File: src/rtl/receiver_transmitter.sv
// 8N1 UART: independent receiver and transmitter sharing only clk and reset.
// The receiver double-flops rx, qualifies the start bit at its centre and samples
// each data bit and the stop bit at their centres. The transmitter latches din at
// frame start and drives a registered tx line.
module receiver_transmitter #(
  parameter int unsigned CLKS_PER_BIT = 434
) (
  input  logic       clk,
  input  logic       res,
  input  logic       rx,
  output logic       take,
  output logic [7:0] dout,
  input  logic       drl,
  input  logic [7:0] din,
  output logic       load,
  output logic       tx
);

  // Counter runs 0..CLKS_PER_BIT-1 inside one bit, so clog2 bits never wrap.
  localparam int unsigned CNT_W = $clog2(CLKS_PER_BIT);
  localparam logic [CNT_W-1:0] BIT_LAST  = CNT_W'(CLKS_PER_BIT - 1);
  localparam logic [CNT_W-1:0] HALF_LAST = CNT_W'(CLKS_PER_BIT / 2 - 1);
  localparam logic [CNT_W-1:0] LOAD_CNT  = CNT_W'(CLKS_PER_BIT - 2);

  typedef enum logic [1:0] {R_IDLE, R_START, R_DATA, R_STOP} rx_state_e;
  typedef enum logic [1:0] {T_IDLE, T_START, T_DATA, T_STOP} tx_state_e;

  // ---------------------------------------------------------------------------
  // Receive path
  // ---------------------------------------------------------------------------
  logic             r_rx_meta;
  logic             r_rx_sync;
  rx_state_e        r_rx_state;
  logic [CNT_W-1:0] r_rx_cnt;
  logic [2:0]       r_rx_bit;
  logic [7:0]       r_rx_shift;
  logic             r_rx_armed;
  logic             r_take;
  logic [7:0]       r_dout;

  rx_state_e        w_rx_state_nxt;
  logic [CNT_W-1:0] w_rx_cnt_nxt;
  logic [2:0]       w_rx_bit_nxt;
  logic [7:0]       w_rx_shift_nxt;
  logic             w_rx_armed_nxt;
  logic             w_take_nxt;
  logic [7:0]       w_dout_nxt;

  // Two-flop synchronizer; resets low so a line held low across reset is not
  // mistaken for idle.
  always_ff @(posedge clk or negedge res) begin
    if (!res) begin
      r_rx_meta <= 1'b0;
      r_rx_sync <= 1'b0;
    end else begin
      r_rx_meta <= rx;
      r_rx_sync <= r_rx_meta;
    end
  end

  // Receiver state and datapath registers.
  always_ff @(posedge clk or negedge res) begin
    if (!res) begin
      r_rx_state <= R_IDLE;
      r_rx_cnt   <= '0;
      r_rx_bit   <= '0;
      r_rx_shift <= '0;
      r_rx_armed <= 1'b0;
      r_take     <= 1'b0;
      r_dout     <= '0;
    end else begin
      r_rx_state <= w_rx_state_nxt;
      r_rx_cnt   <= w_rx_cnt_nxt;
      r_rx_bit   <= w_rx_bit_nxt;
      r_rx_shift <= w_rx_shift_nxt;
      r_rx_armed <= w_rx_armed_nxt;
      r_take     <= w_take_nxt;
      r_dout     <= w_dout_nxt;
    end
  end

  // Receiver next state: a start is only accepted after the line was seen high
  // (armed), which drops frames already in progress at reset or after a break.
  always_comb begin
    w_rx_state_nxt = r_rx_state;
    w_rx_cnt_nxt   = r_rx_cnt;
    w_rx_bit_nxt   = r_rx_bit;
    w_rx_shift_nxt = r_rx_shift;
    w_rx_armed_nxt = r_rx_armed;
    w_take_nxt     = 1'b0;
    w_dout_nxt     = r_dout;
    case (r_rx_state)
      R_IDLE: begin
        w_rx_cnt_nxt = '0;
        w_rx_bit_nxt = '0;
        if (r_rx_armed && !r_rx_sync) begin
          w_rx_state_nxt = R_START;
          w_rx_armed_nxt = 1'b0;
        end else if (r_rx_sync) begin
          w_rx_armed_nxt = 1'b1;
        end
      end
      R_START: begin
        if (r_rx_cnt == HALF_LAST) begin
          w_rx_cnt_nxt   = '0;
          w_rx_state_nxt = r_rx_sync ? R_IDLE : R_DATA;
        end else begin
          w_rx_cnt_nxt = r_rx_cnt + CNT_W'(1);
        end
      end
      R_DATA: begin
        if (r_rx_cnt == BIT_LAST) begin
          w_rx_cnt_nxt   = '0;
          w_rx_shift_nxt = {r_rx_sync, r_rx_shift[7:1]};
          w_rx_bit_nxt   = r_rx_bit + 3'd1;
          if (r_rx_bit == 3'd7) begin
            w_rx_state_nxt = R_STOP;
          end
        end else begin
          w_rx_cnt_nxt = r_rx_cnt + CNT_W'(1);
        end
      end
      R_STOP: begin
        if (r_rx_cnt == BIT_LAST) begin
          w_rx_cnt_nxt   = '0;
          w_rx_state_nxt = R_IDLE;
          if (r_rx_sync) begin
            w_take_nxt = 1'b1;
            w_dout_nxt = r_rx_shift;
          end
        end else begin
          w_rx_cnt_nxt = r_rx_cnt + CNT_W'(1);
        end
      end
      default: begin
        w_rx_state_nxt = R_IDLE;
        w_rx_cnt_nxt   = '0;
      end
    endcase
  end

  assign take = r_take;
  assign dout = r_dout;

  // ---------------------------------------------------------------------------
  // Transmit path
  // ---------------------------------------------------------------------------
  tx_state_e        r_tx_state;
  logic [CNT_W-1:0] r_tx_cnt;
  logic [2:0]       r_tx_bit;
  logic [7:0]       r_tx_shift;
  logic             r_tx;
  logic             r_load;

  tx_state_e        w_tx_state_nxt;
  logic [CNT_W-1:0] w_tx_cnt_nxt;
  logic [2:0]       w_tx_bit_nxt;
  logic [7:0]       w_tx_shift_nxt;
  logic             w_tx_nxt;
  logic             w_load_nxt;

  // Transmitter state and datapath registers; tx idles high in reset.
  always_ff @(posedge clk or negedge res) begin
    if (!res) begin
      r_tx_state <= T_IDLE;
      r_tx_cnt   <= '0;
      r_tx_bit   <= '0;
      r_tx_shift <= '0;
      r_tx       <= 1'b1;
      r_load     <= 1'b0;
    end else begin
      r_tx_state <= w_tx_state_nxt;
      r_tx_cnt   <= w_tx_cnt_nxt;
      r_tx_bit   <= w_tx_bit_nxt;
      r_tx_shift <= w_tx_shift_nxt;
      r_tx       <= w_tx_nxt;
      r_load     <= w_load_nxt;
    end
  end

  // Transmitter next state: tx is computed one cycle ahead so the line comes
  // straight from a flop; load is raised one count early to land on the last
  // stop-bit cycle.
  always_comb begin
    w_tx_state_nxt = r_tx_state;
    w_tx_cnt_nxt   = r_tx_cnt;
    w_tx_bit_nxt   = r_tx_bit;
    w_tx_shift_nxt = r_tx_shift;
    w_tx_nxt       = r_tx;
    w_load_nxt     = 1'b0;
    case (r_tx_state)
      T_IDLE: begin
        w_tx_cnt_nxt = '0;
        w_tx_bit_nxt = '0;
        w_tx_nxt     = 1'b1;
        if (drl) begin
          w_tx_shift_nxt = din;
          w_tx_state_nxt = T_START;
          w_tx_nxt       = 1'b0;
        end
      end
      T_START: begin
        if (r_tx_cnt == BIT_LAST) begin
          w_tx_cnt_nxt   = '0;
          w_tx_state_nxt = T_DATA;
          w_tx_nxt       = r_tx_shift[0];
        end else begin
          w_tx_cnt_nxt = r_tx_cnt + CNT_W'(1);
        end
      end
      T_DATA: begin
        if (r_tx_cnt == BIT_LAST) begin
          w_tx_cnt_nxt = '0;
          if (r_tx_bit == 3'd7) begin
            w_tx_state_nxt = T_STOP;
            w_tx_nxt       = 1'b1;
          end else begin
            w_tx_shift_nxt = {1'b0, r_tx_shift[7:1]};
            w_tx_nxt       = r_tx_shift[1];
            w_tx_bit_nxt   = r_tx_bit + 3'd1;
          end
        end else begin
          w_tx_cnt_nxt = r_tx_cnt + CNT_W'(1);
        end
      end
      T_STOP: begin
        w_load_nxt = (r_tx_cnt == LOAD_CNT);
        if (r_tx_cnt == BIT_LAST) begin
          w_tx_cnt_nxt   = '0;
          w_tx_state_nxt = T_IDLE;
          w_tx_nxt       = 1'b1;
        end else begin
          w_tx_cnt_nxt = r_tx_cnt + CNT_W'(1);
        end
      end
      default: begin
        w_tx_state_nxt = T_IDLE;
        w_tx_cnt_nxt   = '0;
        w_tx_nxt       = 1'b1;
      end
    endcase
  end

  assign tx   = r_tx;
  assign load = r_load;

endmodule

File: config.mk
export PLATFORM = sky130hd
export DESIGN_NAME = receiver_transmitter
export DESIGN_NICKNAME = d
export VERILOG_FILES = /design/src/rtl/receiver_transmitter.sv
export SDC_FILE = /design/constraint.sdc
export NUM_CORES = 1
export LEC_CHECK = 0
export BUFFER_PORTS_ARGS = -buffer_cell sky130_fd_sc_hd__buf_2
export CORE_ASPECT_RATIO = 1.1
export CORE_MARGIN = 5
export CORE_UTILIZATION = 42
export CTS_CLUSTER_SIZE = 10
export DETAILED_ROUTE_END_ITERATION = 16
export MAX_ROUTING_LAYER = met4
export PLACE_DENSITY = 0.69
export RECOVER_POWER = 25
export SKIP_CTS_REPAIR_TIMING = 1
export SYNTH_ARGS = -nofsm -noshare
export SYNTH_HDL_FRONTEND = slang
export SYNTH_SLANG_ARGS = --single-unit
File: constraint.sdc
create_clock -name clk -period 3.3 [get_ports clk]
set_input_delay 0.66 -clock clk [delete_from_list [all_inputs] [get_ports clk]]
set_output_delay 0.66 -clock clk [all_outputs]
set_load 0.02 [all_outputs]
==> results by group <==
Global route
  – GRT Total Usage: 0.136
  – GRT overflow: 0
  – First-pass GRT wire length: 8.83 mm
  – Initial antenna violation count: 0
  – Vias in the first global route: roughly 2000
  – Largest net degree at the start of global routing: 25

Place
  – Placed cell area: ~3000 um2
  – HPWL after detailed placement: ~3.5 mm
  – Final Wtd Congestion: between 0.7 and 0.8
  – Port bufs: 22

Timing
  – RSZ-0062 raised after global routing: false
  – Max Freq: slightly below 500 MHz
  – Max-slew violations: 0
  – Max-slew headroom: 0.308
  – Total negative slack: 0 ns
  – Tcrit/Tclk final: 0.616
  – Fin. Hold Viols: 0
  – Final setup fails: 0
  – Max Clock Skew: 0.00668 ns
  – Worst slew pin tran: approximately 1.0 ns
  – Min Tclk post-route: about 2 ns

Hold path
  – Hold Path Class: flop to flop

Die
  – Die Height: between 90 and 100 um
  – Die area: between 8000 and 9000 um2
  – Site Rows: 31
  – Core area: roughly 6600 um2
  – Io pins: 23
  – Die Wd: around 90 um
  – Initial Util: 0.434

Routing
  – Top sig layer: met4
  – Final wirelength: 4.83 mm
  – Initial DRT Pass Iterations: 4
  – Drt wl/cell: roughly 13 um
  – Number of DRC markers in iteration 0: 51
  – Vias per cell: 5.16
  – Residual DRC: 0
  – ANT nets after route: 0
  – Met2 routed WL: 2.32 mm
  – Total number of vias: approximately 1900
  – Routed met1 length: about 2.3 mm
  – Met3 WL: between 200 and 250 um

Yosys
  – Seq cells post-synth: 58
  – Yosys warnings: 0
  – Post-synth net total: 278
  – Cell taking the most area after synthesis: dfrtp_1
  – Main flop type after synthesis: dfrtp_1
  – Sequential share of the synthesized area: 0.508
  – Cell with the most instances after synthesis: dfrtp_1
  – EDFF count, synth: 0
  – Synth Instances: roughly 250
  – Post-Syn Area: 2860 um2
  – Asr flop ratio synth: 1.00
  – Post-synth top area share: 0.499
  – Synth area leaders: dfrtp_1 50%, ha_1 6.6%, mux2_4 4.2%
  – Count of cell types in the netlist: 44
  – Syn_area_per_cell: roughly 11 um2
  – Synth cell count leaders: 57 x dfrtp_1, 23 x nor2_1, 17 x nand3_1

Power and ir drop
  – Combinational share of power: 0.270
  – Sw Share: 0.337
  – Pwr Density: 684 nW/um2
  – Sequential fraction of design power: 0.453
  – Leakage: between 1.5 and 2 nW
  – Cell internal pwr: about 1.5 mW
  – Peak VDD IR: 0.398 mV
  – Clock Power Share: 0.277
  – Sw Pwr: between 0.7 and 0.8 mW

Final layout
  – Fillers: a little over 600
  – Fin area: approximately 3200 um2
  – Final #Nets: about 300
  – Reg area: between 1000 and 1500 um2
  – Share of cells above drive strength 1: 0.216
  – Area occupied by multi-input gates: roughly 1300 um2
  – # diodes: 0
  – Post-synthesis to final-layout area growth: 13.0%

CTS
  – Worst-Skew Late Latency: 0.32 ns
  – CTS Buffer Depth: 2
  – CTS H-tree lvls: 3
  – Clock transition at path regs: about 0.060 ns
  – CTS tree: yes
  – CTS buffer count: 9
  – CTS sink count: 58
  – CTS root buf: clkbuf_8

Critical path
  – Worst setup SP type: flop
  – Worst-path fanout max: 10
  – Worst Setup End Kind: flop
  – Setup CP Type: flop to flop
  – CP arrival: 2.24 ns
  – Worst Path Required: approximately 3.5 ns

Job
  – Max_cap viols: 0

Status
  – Status: finished clean
routing by layer:
metal  track usage  vias up
li1              -      936
met1         0.169      913
met2         0.212       28
met3        0.0458        5
met4        0.0416        0
met5             -        -
final cells by class:
cell class                 instances  share of cell area
clock buffer                      10              0.0395
clock inverter                     6              0.0178
inverter                          11              0.0128
multi-input combinational        174               0.411
sequential                        58               0.450
tap                               82              0.0318
timing repair buffer              24              0.0372
metrics by stage:
stage               hold slack (ns)  total power [mW]  utilization  instances  setup slack [ns]
detailed placement            0.350              1.62        0.462        349              1.27
global placement              0.350              1.60        0.462        349              1.31
finish                        0.364              2.21        0.490        365              1.27
CTS                           0.263              2.25        0.491        365              1.25
floorplan                     0.331              1.46            -        251              1.44
global route                  0.391              2.40        0.490        365             0.981
critical path, stage by stage (launching register included):
cell and delay, ns:
dfrtp_1 0.44, and4bb_1 0.35, nand4_4 0.19, or3_1 0.58
mux2_4 0.37
power by group through the flow:
stage	logic, mW	registers, mW	clock network, mW
5_1_grt	0.694	1.03	0.673
2_1_floorplan	0.499	0.963	0
3_3_place_gp	0.594	1.01	0
6_report	0.596	1.00	0.612
4_1_cts	0.610	1.00	0.637
3_5_place_dp	0.608	1.01	0
final timing paths:
kind | cells after the start | slack [ns] | startpoint | endpoint
min in group asynchronous | 1 | 0.49 | res | r_rx_shift[3]
max in group asynchronous | 2 | 1.54 | res | r_rx_cnt[1]
setup / recovery | 4 | 1.27 | r_rx_cnt[3] | r_rx_shift[7]
setup reg to reg | 4 | 1.27 | r_rx_cnt[3] | r_rx_shift[7]
hold / removal | 0 | 0.36 | r_rx_meta | r_rx_sync
hold reg to reg | 0 | 0.36 | r_rx_meta | r_rx_sync
state kept, by name, indices dropped and copies added (netlist names), named ones only:
signal	flops
r_rx_cnt	9
r_tx_cnt	9
dout	8
r_rx_shift	8
r_tx_shift	8
r_rx_bit	3
r_tx_bit	3
r_tx_state	2
load	1
r_rx_armed	1
r_rx_meta	1
r_rx_state	1
r_rx_sync	1
take	1
tx	1
layout by cell type, fill, tap and decap left out, types with 2 or more instances in the layout:
cell type  instances
inv_1             11
nor2b_1            6
nand2_1           16
dfrtp_1           57
nand3_1           17
buf_2             21
clkbuf_1           3
mux2_2            10
o211ai_1           2
a21oi_1            3
a21boi_0           7
o21ai_0            5
mux2_4             8
and3_1             3
xor2_1             5
nor3_1             4
clkinv_2           4
nor2_1            23
a221o_1            7
mux2i_1            2
clkbuf_8           9
nand2b_1          10
ha_1              15
and4_1             2
xnor2_1            9
kinds of logic after synthesis:
kind of cell,share of synthesized area
flops,0.508
xor+xnor,0.0429
buf+inv,0.0276
fa+ha+maj,0.0656
compound gates,0.0902
mux,0.0884
simple gates,0.177
Power figures use the tool's default switching activity.
